**config.mk**
```make
export PLATFORM = sky130hd
export DESIGN_NAME = counter_seq_fsm
export DESIGN_NICKNAME = d
export VERILOG_FILES = /design/src/rtl/counter_seq_fsm.sv
export SDC_FILE = /design/constraint.sdc
export NUM_CORES = 1
export LEC_CHECK = 0
export ABC_AREA = 1
export CORE_ASPECT_RATIO = 1.25
export CORE_MARGIN = 10
export CORE_UTILIZATION = 60
export CTS_CLUSTER_DIAMETER = 200
export DETAILED_ROUTE_END_ITERATION = 16
export HOLD_SLACK_MARGIN = 0.15
export PLACE_DENSITY_LB_ADDON = 0.12
export SLEW_MARGIN = 30
export SYNTH_ARGS = -nofsm -noshare
export SYNTH_HDL_FRONTEND = slang
export SYNTH_SLANG_ARGS = --single-unit
```
**constraint.sdc**
```tcl
create_clock -name clk -period 2.1 [get_ports clk]
set_input_delay 0.525 -clock clk [delete_from_list [all_inputs] [get_ports clk]]
set_output_delay 0.525 -clock clk [all_outputs]
set_load 0.1 [all_outputs]
```
**src/rtl/counter_seq_fsm.sv**
```systemverilog
// Tick-paced run sequencer: a go edge arms a run that counts up, down or
// up-then-down (bounce) one step per tick, then shows DONE for a few ticks.
module counter_seq_fsm #(
  parameter int WIDTH      = 4,
  parameter int MAX_COUNT  = 15,
  parameter int TICK_DIV   = 1500000,
  parameter int DONE_TICKS = 1
) (
  input  logic             clk,
  input  logic             rst,
  input  logic             go,
  input  logic             abort,
  input  logic [1:0]       mode,
  output logic [WIDTH-1:0] count,
  output logic             busy,
  output logic             done
);

  localparam int DIV_W  = (TICK_DIV > 1) ? $clog2(TICK_DIV) : 1;
  localparam int DONE_W = (DONE_TICKS > 1) ? $clog2(DONE_TICKS) : 1;
  localparam logic [WIDTH-1:0]  MAX_C     = WIDTH'(MAX_COUNT);
  localparam logic [DIV_W-1:0]  DIV_LAST  = DIV_W'(TICK_DIV - 1);
  localparam logic [DONE_W-1:0] DONE_LAST = DONE_W'(DONE_TICKS - 1);

  typedef enum logic [1:0] {
    S_IDLE  = 2'd0,
    S_COUNT = 2'd1,
    S_DONE  = 2'd2
  } state_t;

  state_t            state_q, state_d;
  logic [DIV_W-1:0]  div_q, div_d;
  logic [WIDTH-1:0]  count_q, count_d;
  logic [DONE_W-1:0] done_cnt_q, done_cnt_d;
  logic [1:0]        mode_r_q, mode_r_d;
  logic              go_q;
  logic              pending_q, pending_d;
  logic              dir_q, dir_d;
  logic              tick;
  logic              go_rise;

  function automatic logic [WIDTH-1:0] start_val(input logic [1:0] m);
    return (m == 2'd1) ? MAX_C : '0;
  endfunction

  assign tick    = (div_q == DIV_LAST);
  assign go_rise = go & ~go_q;
  assign div_d   = tick ? '0 : div_q + 1'b1;

  // State register
  always_ff @(posedge clk or posedge rst) begin
    if (rst) begin
      state_q    <= S_IDLE;
      div_q      <= '0;
      count_q    <= '0;
      done_cnt_q <= '0;
      mode_r_q   <= 2'd0;
      go_q       <= 1'b0;
      pending_q  <= 1'b0;
      dir_q      <= 1'b0;
    end else begin
      state_q    <= state_d;
      div_q      <= div_d;
      count_q    <= count_d;
      done_cnt_q <= done_cnt_d;
      mode_r_q   <= mode_r_d;
      go_q       <= go;
      pending_q  <= pending_d;
      dir_q      <= dir_d;
    end
  end

  // Next-state logic; abort outranks every tick-driven transition
  always_comb begin
    state_d    = state_q;
    count_d    = count_q;
    done_cnt_d = done_cnt_q;
    mode_r_d   = mode_r_q;
    pending_d  = pending_q;
    dir_d      = dir_q;
    if (abort) begin
      state_d    = S_IDLE;
      pending_d  = 1'b0;
      count_d    = start_val(mode);
      dir_d      = 1'b0;
      done_cnt_d = '0;
    end else begin
      case (state_q)
        S_IDLE: begin
          count_d = start_val(mode);
          if (tick && pending_q) begin
            pending_d = 1'b0;
            mode_r_d  = mode;
            dir_d     = 1'b0;
            state_d   = S_COUNT;
          end else if (go_rise) begin
            pending_d = 1'b1;
          end
        end
        S_COUNT: begin
          if (tick) begin
            case (mode_r_q)
              2'd1: begin
                if (count_q == '0) begin
                  state_d    = S_DONE;
                  done_cnt_d = '0;
                end else begin
                  count_d = count_q - 1'b1;
                end
              end
              2'd2: begin
                // Turnaround at the top consumes one tick and steps down immediately
                if (!dir_q) begin
                  if (count_q == MAX_C) begin
                    dir_d   = 1'b1;
                    count_d = count_q - 1'b1;
                  end else begin
                    count_d = count_q + 1'b1;
                  end
                end else if (count_q == '0) begin
                  state_d    = S_DONE;
                  done_cnt_d = '0;
                end else begin
                  count_d = count_q - 1'b1;
                end
              end
              default: begin
                if (count_q == MAX_C) begin
                  state_d    = S_DONE;
                  done_cnt_d = '0;
                end else begin
                  count_d = count_q + 1'b1;
                end
              end
            endcase
          end
        end
        S_DONE: begin
          if (tick) begin
            if (done_cnt_q == DONE_LAST) begin
              state_d = S_IDLE;
              count_d = start_val(mode);
            end else begin
              done_cnt_d = done_cnt_q + 1'b1;
            end
          end
        end
        default: begin
          state_d   = S_IDLE;
          pending_d = 1'b0;
          count_d   = start_val(mode);
          dir_d     = 1'b0;
        end
      endcase
    end
  end

  // Moore outputs
  always_comb begin
    busy  = (state_q == S_COUNT);
    done  = (state_q == S_DONE);
    count = count_q;
  end

endmodule

```
== After elaboration in Yosys (flattened, before gate mapping) ==
Cells that the tools add are included.

* Add/subtract/negate cells: 4
* Equality and inequality tests: 18
* Multiplexer cells: 42
* Bitwise operators: 3
* Reductions and logical operators: 11

{| class="wikitable"
|+ Operator list
! operator !! number
|-
| $mux W4 || 9
|-
| $add A21 B1 Y21 const B || 1
|-
| $eq A21 B21 Y1 const B || 1
|-
| $mux W21 || 1
|-
| $mux W1 || 16
|-
| $mux W2 || 8
|-
| $pmux W4 S2 || 2
|-
| $ne A3 B2 Y1 const B || 3
|-
| $ne A4 B4 Y1 const B || 2
|-
| $reduce_and A4 Y1 || 2
|-
| $eq A2 B1 Y1 const B || 3
|-
| $ne A3 B3 Y1 const B || 2
|-
| $pmux W1 S2 || 3
|-
| $pmux W2 S3 || 1
|-
| $reduce_and A6 Y1 || 1
|-
| $ne A5 B2 Y1 const B || 1
|-
| $ne A5 B3 Y1 const B || 1
|-
| $reduce_and A5 Y1 || 1
|-
| $add A4 B1 Y4 const B || 1
|-
| $eq A2 B2 Y1 const B || 2
|-
| $eq A4 B4 Y1 const B || 1
|-
| $logic_not A4 Y1 || 1
|-
| $pmux W2 S2 || 1
|-
| $sub A4 B1 Y4 const B || 1
|-
| other kinds (12) || 13
|}

* Bits in registers: 33
* Bits of input ports: 6
* Output and inout bits: 6
* Logic and storage cells: 86

== Depth between registers and ports, before layout ==
Gate-level depths: netlist (run 1).

* Depth after elaboration: 7
* Gate-level depth with buffers: 12
* Depth with buffers taken out: 12

== Worst setup path before layout (run 1) ==
No wires, ideal clock.

* Path type: flip-flop to flip-flop
* From: reg state_q[1]
* To: reg count_q[2] (netlist: count[2])
* Arrival time: 2,155 ps
* Data required time: 1,983 ps
* Setup slack: -172 ps
* Cell stages (with the launch flop): 10
* Path buffers: 0
* Clock period less this slack: 2,272 ps
* Path through: dfrtp_1 -> inv_1 -> ha_1 -> nand2_1 -> inv_1 -> nand3_1 -> nand2_4 -> inv_2 -> nor2_1 -> nor2_1

* Cells in the longest elaborated chain, start to end: 3
* Elaborated cells on any way between the ends: 9
* Those cells by class: eq/ne: 6; mux: 2; reduce/logical: 1

{| class="wikitable"
|+ RTL lines
! element !! line !! source
|-
| start, declared || 31 || <nowiki>state_t state_q, state_d;</nowiki>
|-
| start signal, assigned || 62 || <nowiki>state_q <= state_d;</nowiki>
|-
| $eq A2 B1 Y1 * || - ||
|-
| named net busy || 15 || <nowiki>output logic busy,</nowiki>
|-
| $ne A5 B3 Y1 (no line), or another cell as far along || - ||
|-
| $reduce_and A4 Y1 (no line) / $mux W4 (equally long branches) || - ||
|-
| end signal, assigned || 64 || <nowiki>count_q <= count_d;</nowiki>
|-
| end, declared || 33 || <nowiki>logic [WIDTH-1:0] count_q, count_d;</nowiki>
|}

The timed path passes the listed nets; every way through them passes the cells marked *.
A chain may end at the register's enable or synchronous reset.

== Worst setup path in the final report (run 1) ==
* From: reg state_q[0]
* To: out done

* Cells in the longest elaborated chain, start to end: 1

{| class="wikitable"
|+ RTL lines
! element !! line !! source
|-
| $eq A2 B2 Y1 || 161 || <nowiki>done = (state_q == S_DONE);</nowiki>
|-
| end, declared || 16 || <nowiki>output logic done</nowiki>
|}

Every way passes these cells.

==> results.md, run 1 <==
* Worst hold start: state_q[1]$_DFFE_PP0P_
* Yosys cell types at 26
* Synth Net Count at 331
* Mapped Cells at 316
* Leak pwr at 1.297 nW
* WHS Endpoint: state_q[1]$_DFFE_PP0P_
* Cells on worst reg2reg path at 10
* Crit path kind: reg2out
* Sw frac at 45.05%
* Hold Crit Class: reg2reg
* DIE HEIGHT at 87.98 um
* Synthesis Warnings at 0
* Measured slew at the worst slew-check pin at 0.3931 ns
* Largest net degree at the start of global routing at 33
* Global route overflow at 0
* WP data required at 1.57 ns
* Placed cell area at 2424 sq um
* GR Util met3 at 3.171%
* Reg clk slew, reported paths at 0.06 ns
* Max Slew Vio Count at 0
* DR pass1 iterations at 4
* Crit path time final at 1.729 ns
* Detail-routed net length per standard cell at 12.42 um
* Vias in the first global route at 1871
* Tot GR Track Use at 15.50%
* Nets at 347
* Via density at 5.234
* Share of cells above drive strength 1 at 15.02%
* CP Data Arrival Time at 1.20 ns
* NetSw at 1.105 mW
* Antenna violations before repair at 0
* Final core occ at 71.62%
* Die ar. at 6544 sq um
* Seq cells post-synth at 32
* Hold Violations, Final at 0
* Sequential fraction of design power at 32.3%
* Initial Util at 63.14%
* First-pass GRT wire length at 8107 um
* R2R Path Start: div_q[0]$_DFF_PP0_
* Clk network pwr share at 19.8%
* Via Count at 1947
* GRT met1 Usage at 17.62%
* Fmax at 578.5 MHz
* Primary FF master, synth: dfrtp_1
* Peak VDD IR at 0.001558 V
* Clk buf depth at 2
* Initial DRC count at 124
* Internal power at 1.348 mW
* Logic pwr share at 47.8%
* Area delta synth->final at 13.42%
* Cts-stage hold buffer count at 0
* Fraction of the cycle the final worst path needs at 82.32%
* Async SR Flop Fraction at 100.0%
* Reg-to-Reg End: dir_q$_DFFE_PP0P_
* Max-slew headroom at 73.80%
* CP max FO at 3
* Reg2reg setup slack at 0.38 ns
* Fin Setup TNS at 0 ns
* Clk sinks at 32
* Clk root buf: clkbuf_8
* # H-tree levels at 2
* Max-cap violations at 0
* RSZ-0062 raised after global routing: no
* Most frequent cells in the layout: 77 x nand2_1, 50 x nor2_1, 43 x inv_1, 32 x dfrtp_1, 21 x nand3_1
* Setup bufs post-CTS at 0
* Clk_skew at 0.007906 ns
* DRC viols at 0
* Grt met2 use at 26.10%
* Core Region at 3513 sq um
* Synthesized area per cell at 7.020 sq um
* Routability cong. at 0.8881
* Die width at 74.39 um
* Post-synth EDFFs at 0
* Sequential share of the synthesized area at 36.10%
* Most crowded layer after global routing: met2
* Total CTS buffers at 5
* Mapped Area at 2218 sq um
* Later-pin clock latency in the skew report at 0.28 ns
* I/O pins at 12
* Outcome: completed
* Commonest non-fill, non-tap cell in the layout: nand2_1
* ANT cells at 0
* Kind of end point of the critical path: primary output
* Power Density at 975.1 nW/um^2
* Post-detail-place hpwl at 3650 um
* Port Buf Inserts at 11
* Row cnt at 24
* Crit start category: flop
* TritonCTS clock tree: built
* Final setup fails at 0
* Post-CTS resize count at 0
* Design area at 2516 sq um
* Final ANT Viol Nets at 0
* Worst Hold Path Cells at 2
* Drt total wl at 4622 um
## cell families (layout without fill, tap and decap cells)
logic type | count (synthesis) | count (layout) | share of synthesized area, %
AO/OA/AOI/OAI | 20 | 20 | 4.569
buffers and inverters | 57 | 74 | 10.38
adder cells (fa/ha/maj) | 9 | 9 | 5.076
XOR/XNOR | 11 | 11 | 4.343
AND/OR/NAND/NOR | 187 | 187 | 39.54
flip-flops | 32 | 32 | 36.10
## cell usage after synthesis (6+ instances only)
cell type | n | area (sq um)
inv_1 | 43 | 161.4
inv_2 | 10 | 37.54
nor2_1 | 50 | 187.7
a21oi_1 | 12 | 60.06
nand4_1 | 10 | 62.56
ha_1 | 9 | 112.6
xor2_1 | 6 | 52.55
nand3_1 | 21 | 105.1
o21ai_0 | 7 | 35.03
nand2_2 | 6 | 37.54
nand2_1 | 77 | 289.0
dfrtp_1 | 32 | 800.8
## power groups by stage
stage          clock, mW  sequential (mW)  combinational [mW]
2_1_floorplan          0             1.01               0.607
3_3_place_gp           0            0.804                1.17
3_5_place_dp           0            0.801                1.18
4_1_cts            0.496            0.792                1.18
5_1_grt            0.519            0.803                1.29
6_report           0.487            0.793                1.17
## through the flow
stage	std cells	setup WS (ns)	power, mW	hold slack [ns]
2_1_floorplan	316	0.04969	1.613	0.4675
3_3_place_gp	364	0.2383	1.974	0.4919
3_5_place_dp	364	0.1770	1.980	0.4954
4_1_cts	372	0.3532	2.470	0.5120
5_1_grt	372	0.1955	2.611	0.5556
6_report	372	0.3714	2.453	0.5109
## cell type report
class | instances | area (sq um)
timing repair buffer | 13 | 185.2
multi-input combinational | 227 | 1190
sequential | 32 | 800.8
inverter | 53 | 198.9
clock buffer | 6 | 82.58
fill | 303 | 997.2
tap | 39 | 48.80
clock inverter | 2 | 10.01
## worst max path at each step
stage / end / start / slack (ns) / depth (start not counted)
4_1_cts: done / state_q[0]$_DFFE_PP0P_ / 0.35 / 3
2_1_floorplan: count[3]$_DFFE_PP0P_ / count[0]$_DFFE_PP0P_ / 0.05 / 9
3_5_place_dp: count[3]$_DFFE_PP0P_ / abort / 0.18 / 8
6_report: done / state_q[0]$_DFFE_PP0P_ / 0.37 / 3
5_1_grt: mode_r_q[1]$_DFFE_PP0P_ / div_q[0]$_DFF_PP0_ / 0.20 / 8
3_3_place_gp: count[2]$_DFFE_PP0P_ / abort / 0.24 / 8
## layer usage
| metal | routed length, um | vias to the layer above |
|---|---|---|
| li1 | - | 1006 |
| met1 | 1977 | 876 |
| met2 | 2273 | 45 |
| met3 | 147 | 20 |
| met4 | 224 | 0 |
| met5 | 0 | - |
## critical path: stages, from the launching register on
cell and delay (ns):
dfrtp_1 0.40, inv_1 0.11, ha_1 0.23, buf_12 0.19
## flip-flops by register name, summed over array words and instances, names as in the netlist
signal and count:
count 4, state_q 2, go_q 1, dir_q 1, mode_r_q 2, pending_q 1
div_q 21
Note: power is estimated with default switching activity, not from simulation.
==> inputs of run 2 (changes only) <==
==> constraint.sdc (replaced) <==
create_clock -name clk -period 1.8 [get_ports clk]
set_input_delay 0.45 -clock clk [delete_from_list [all_inputs] [get_ports clk]]
set_output_delay 0.45 -clock clk [all_outputs]
set_load 0.1 [all_outputs]
==> run 2 against run 1 <==
- wire length up 3.7%
- worst setup slack worse by 0.24 ns
- sequential power rose by 18%
==> results.md, run 2 (same netlist as run 1, synthesis figures left out) <==
* Register with the highest flop count: div_q
* Leak pwr at 1.296 nW (about the same)
* DIE HEIGHT at 87.98 um (unchanged)
* Core Region at 3513 sq um (unchanged)
* # placed instances at 366 (+0.55%)
* Most frequent cells in the layout: 77 x nand2_1, 50 x nor2_1, 43 x inv_1, 28 x dfrtp_1, 21 x nand3_1
* Final WS setup at 0.1294 ns (-0.2419 ns)
* RSZ-0062 raised after global routing: no
* Nets at 349 (+0.58%)
* ANT cells at 0 (unchanged)
* Final ANT Viol Nets at 0 (unchanged)
* Row cnt at 24 (unchanged)
* Sequential fraction of design power at 32.3% (about the same)
* TritonCTS clock tree: built
* Max-cap violations at 0 (unchanged)
* DR pass1 iterations at 4 (unchanged)
* Hold Violations, Final at 0 (unchanged)
* Max reg flops at 21 (unchanged)
* FILL cells at 291 (-4.0%)
* I/O pins at 12 (unchanged)
* Total CTS buffers at 5 (unchanged)
* Tot GR Track Use at 16.30% (+0.80 points)
* Clk network pwr share at 19.5% (-0.3 points)
* Port Buf Inserts at 11 (unchanged)
* Reg clk slew, reported paths at 0.06 ns (about the same)
* DP Worst Slack at -0.03078 ns (-0.2078 ns)
* Tot Pwr at 2.900 mW (+18%)
* Global route overflow at 0 (unchanged)
* R2R Path Start: div_q[1]$_DFF_PP0_
* Detail-routed net length per standard cell at 12.82 um (+3.2%)
* FF/Latch Area at 805.8 sq um (+0.63%)
* Final non-filler cell total at 374 (+0.54%)
* Buf/Inv on CP at 2 (unchanged)
* Logic pwr share at 48.2% (+0.4 points)
* Crit path kind: reg2out
* Fraction of the cycle the final worst path needs at 92.81%
* Crit path time final at 1.671 ns
* Die ar. at 6544 sq um (unchanged)
* CP max FO at 3 (unchanged)
* Routability cong. at 0.8735 (-1.6%)
* CP cell instances: inv_1 > ha_2 > buf_12
* Clk root buf: clkbuf_8
* Clk_skew at 0.003129 ns (-0.004776 ns)
* Clk buf depth at 2 (unchanged)
* Measured slew at the worst slew-check pin at 0.3974 ns (+0.004357 ns)
* Max-slew headroom at 73.51% (-0.29 points)
* Initial Util at 63.14% (unchanged)
* Largest net degree at the start of global routing at 33 (unchanged)
* CP Data Arrival Time at 1.22 ns (+0.02 ns)
* Drt total wl at 4794 um (+3.7%)
* Via density at 5.283 (+0.95%)
* Crit start category: flop
* Outcome: completed
* Initial DRC count at 120 (-3.2%)
* Fmax at 598.6 MHz
* Crit path max-delay family: flip-flops
* Worst hold start: state_q[1]$_DFFE_PP0P_
* Antenna violations before repair at 0 (unchanged)
* Max Slew Vio Count at 0 (unchanged)
* Hold_ws at 0.5129 ns (+0.001998 ns)
* Hold Crit Class: reg2reg
* Via Count at 1976 (+1.5%)
* Clk sinks at 32 (unchanged)
* NetSw at 1.294 mW (+17%)
* Kind of end point of the critical path: primary output
* # H-tree levels at 2 (unchanged)
* Vias in the first global route at 2013 (+7.6%)
* Crit-path max cell delay at 0.42 ns (+0.02 ns)
* Sw frac at 44.62% (-0.42 points)
* Internal power at 1.606 mW (+19%)
* Power Density at 1136 nW/um^2 (+17%)
* Multi-input gate area at 1209 sq um (+1.6%)
* Post-detail-place hpwl at 3701 um (+1.4%)
* Area delta synth->final at 15.06%
* Slowest stage cell on the critical path: dfrtp_1
* Share of cells above drive strength 1 at 16.42% (+1.4 points)
* DRC viols at 0 (unchanged)
* Die width at 74.39 um (unchanged)
* Later-pin clock latency in the skew report at 0.28 ns (about the same)
* Commonest non-fill, non-tap cell in the layout: nand2_1
* Peak VDD IR at 0.001424 V (-8.6%)
* WP data required at 1.35 ns (-0.22 ns)
* First-pass GRT wire length at 8528 um (+5.2%)
* Final core occ at 72.65% (+1.0 points)
* Final setup fails at 0 (unchanged)
* Crit path from: state_q[0]$_DFFE_PP0P_
[run 2: changes by cell type in the layout (fill, tap and decap cells not counted), sizes merged]
| cell | previous run | this run |
|---|---|---|
| clkinv | 2 | 0 |
| buf | 8 | 10 |
| clkbuf | 6 | 8 |
[run 2: power groups by stage]
| stage | Combinational (mW) | Clock (mW) | Sequential [mW] |
|---|---|---|---|
| after global routing | 1.52 | 0.606 | 0.955 |
| after global placement | 1.38 | 0 | 0.949 |
| after floorplan | 0.730 | 0 | 1.19 |
| after CTS | 1.41 | 0.582 | 0.939 |
| final | 1.40 | 0.566 | 0.936 |
| after detailed placement | 1.40 | 0 | 0.950 |
[run 2: repair_timing]
action / in CTS / in global routing
gates resized for setup: 0 / 1
buffers inserted: 0 / 0
setup endpoints to repair: 0 / 2
endpoints found under the hold margin: 0 / 0
hold buffers: 0 / 0
[run 2: worst paths after layout]
path | end | slack (ns) | cells after the start
setup / recovery | done | 0.13 | 3
hold / removal | state_q[1]$_DFFE_PP0P_ | 0.51 | 2
setup reg to reg | dir_q$_DFFE_PP0P_ | 0.17 | 10
hold reg to reg | state_q[1]$_DFFE_PP0P_ | 0.51 | 2
max in group asynchronous | count[1]$_DFFE_PP0P_ | 0.93 | 3
min in group asynchronous | count[3]$_DFFE_PP0P_ | 0.57 | 3
[run 2: layout make-up]
class | instances | share of cell area [%]
Sequential cell | 32 | 31.57
Tap cell | 39 | 1.912
Clock buffer | 8 | 3.529
Multi-Input combinational cell | 227 | 47.35
Timing Repair Buffer | 15 | 7.843
Inverter | 53 | 7.794
[run 2: per-stage QoR]
stage                     TNS (ns)  area (sq um)
after CTS                        0          2546
after global routing             0          2552
after global placement           0          2456
final                            0          2552
after detailed placement  -0.04015          2456
after floorplan                  0          2238
[run 2: tightest hold or removal path: stages (launching register included)]
cell     delay (ns)
dfrtp_1        0.37
nand2_1        0.06
nand2_1        0.05
[run 2: layer usage]
metal  vias up  track usage, %  wire length (um)
li1       1016               -                 -
met1       905           16.49              1874
met2        38           28.79              2548
met3        17           4.190               205
met4         0           10.00               166
met5         -               0                 0
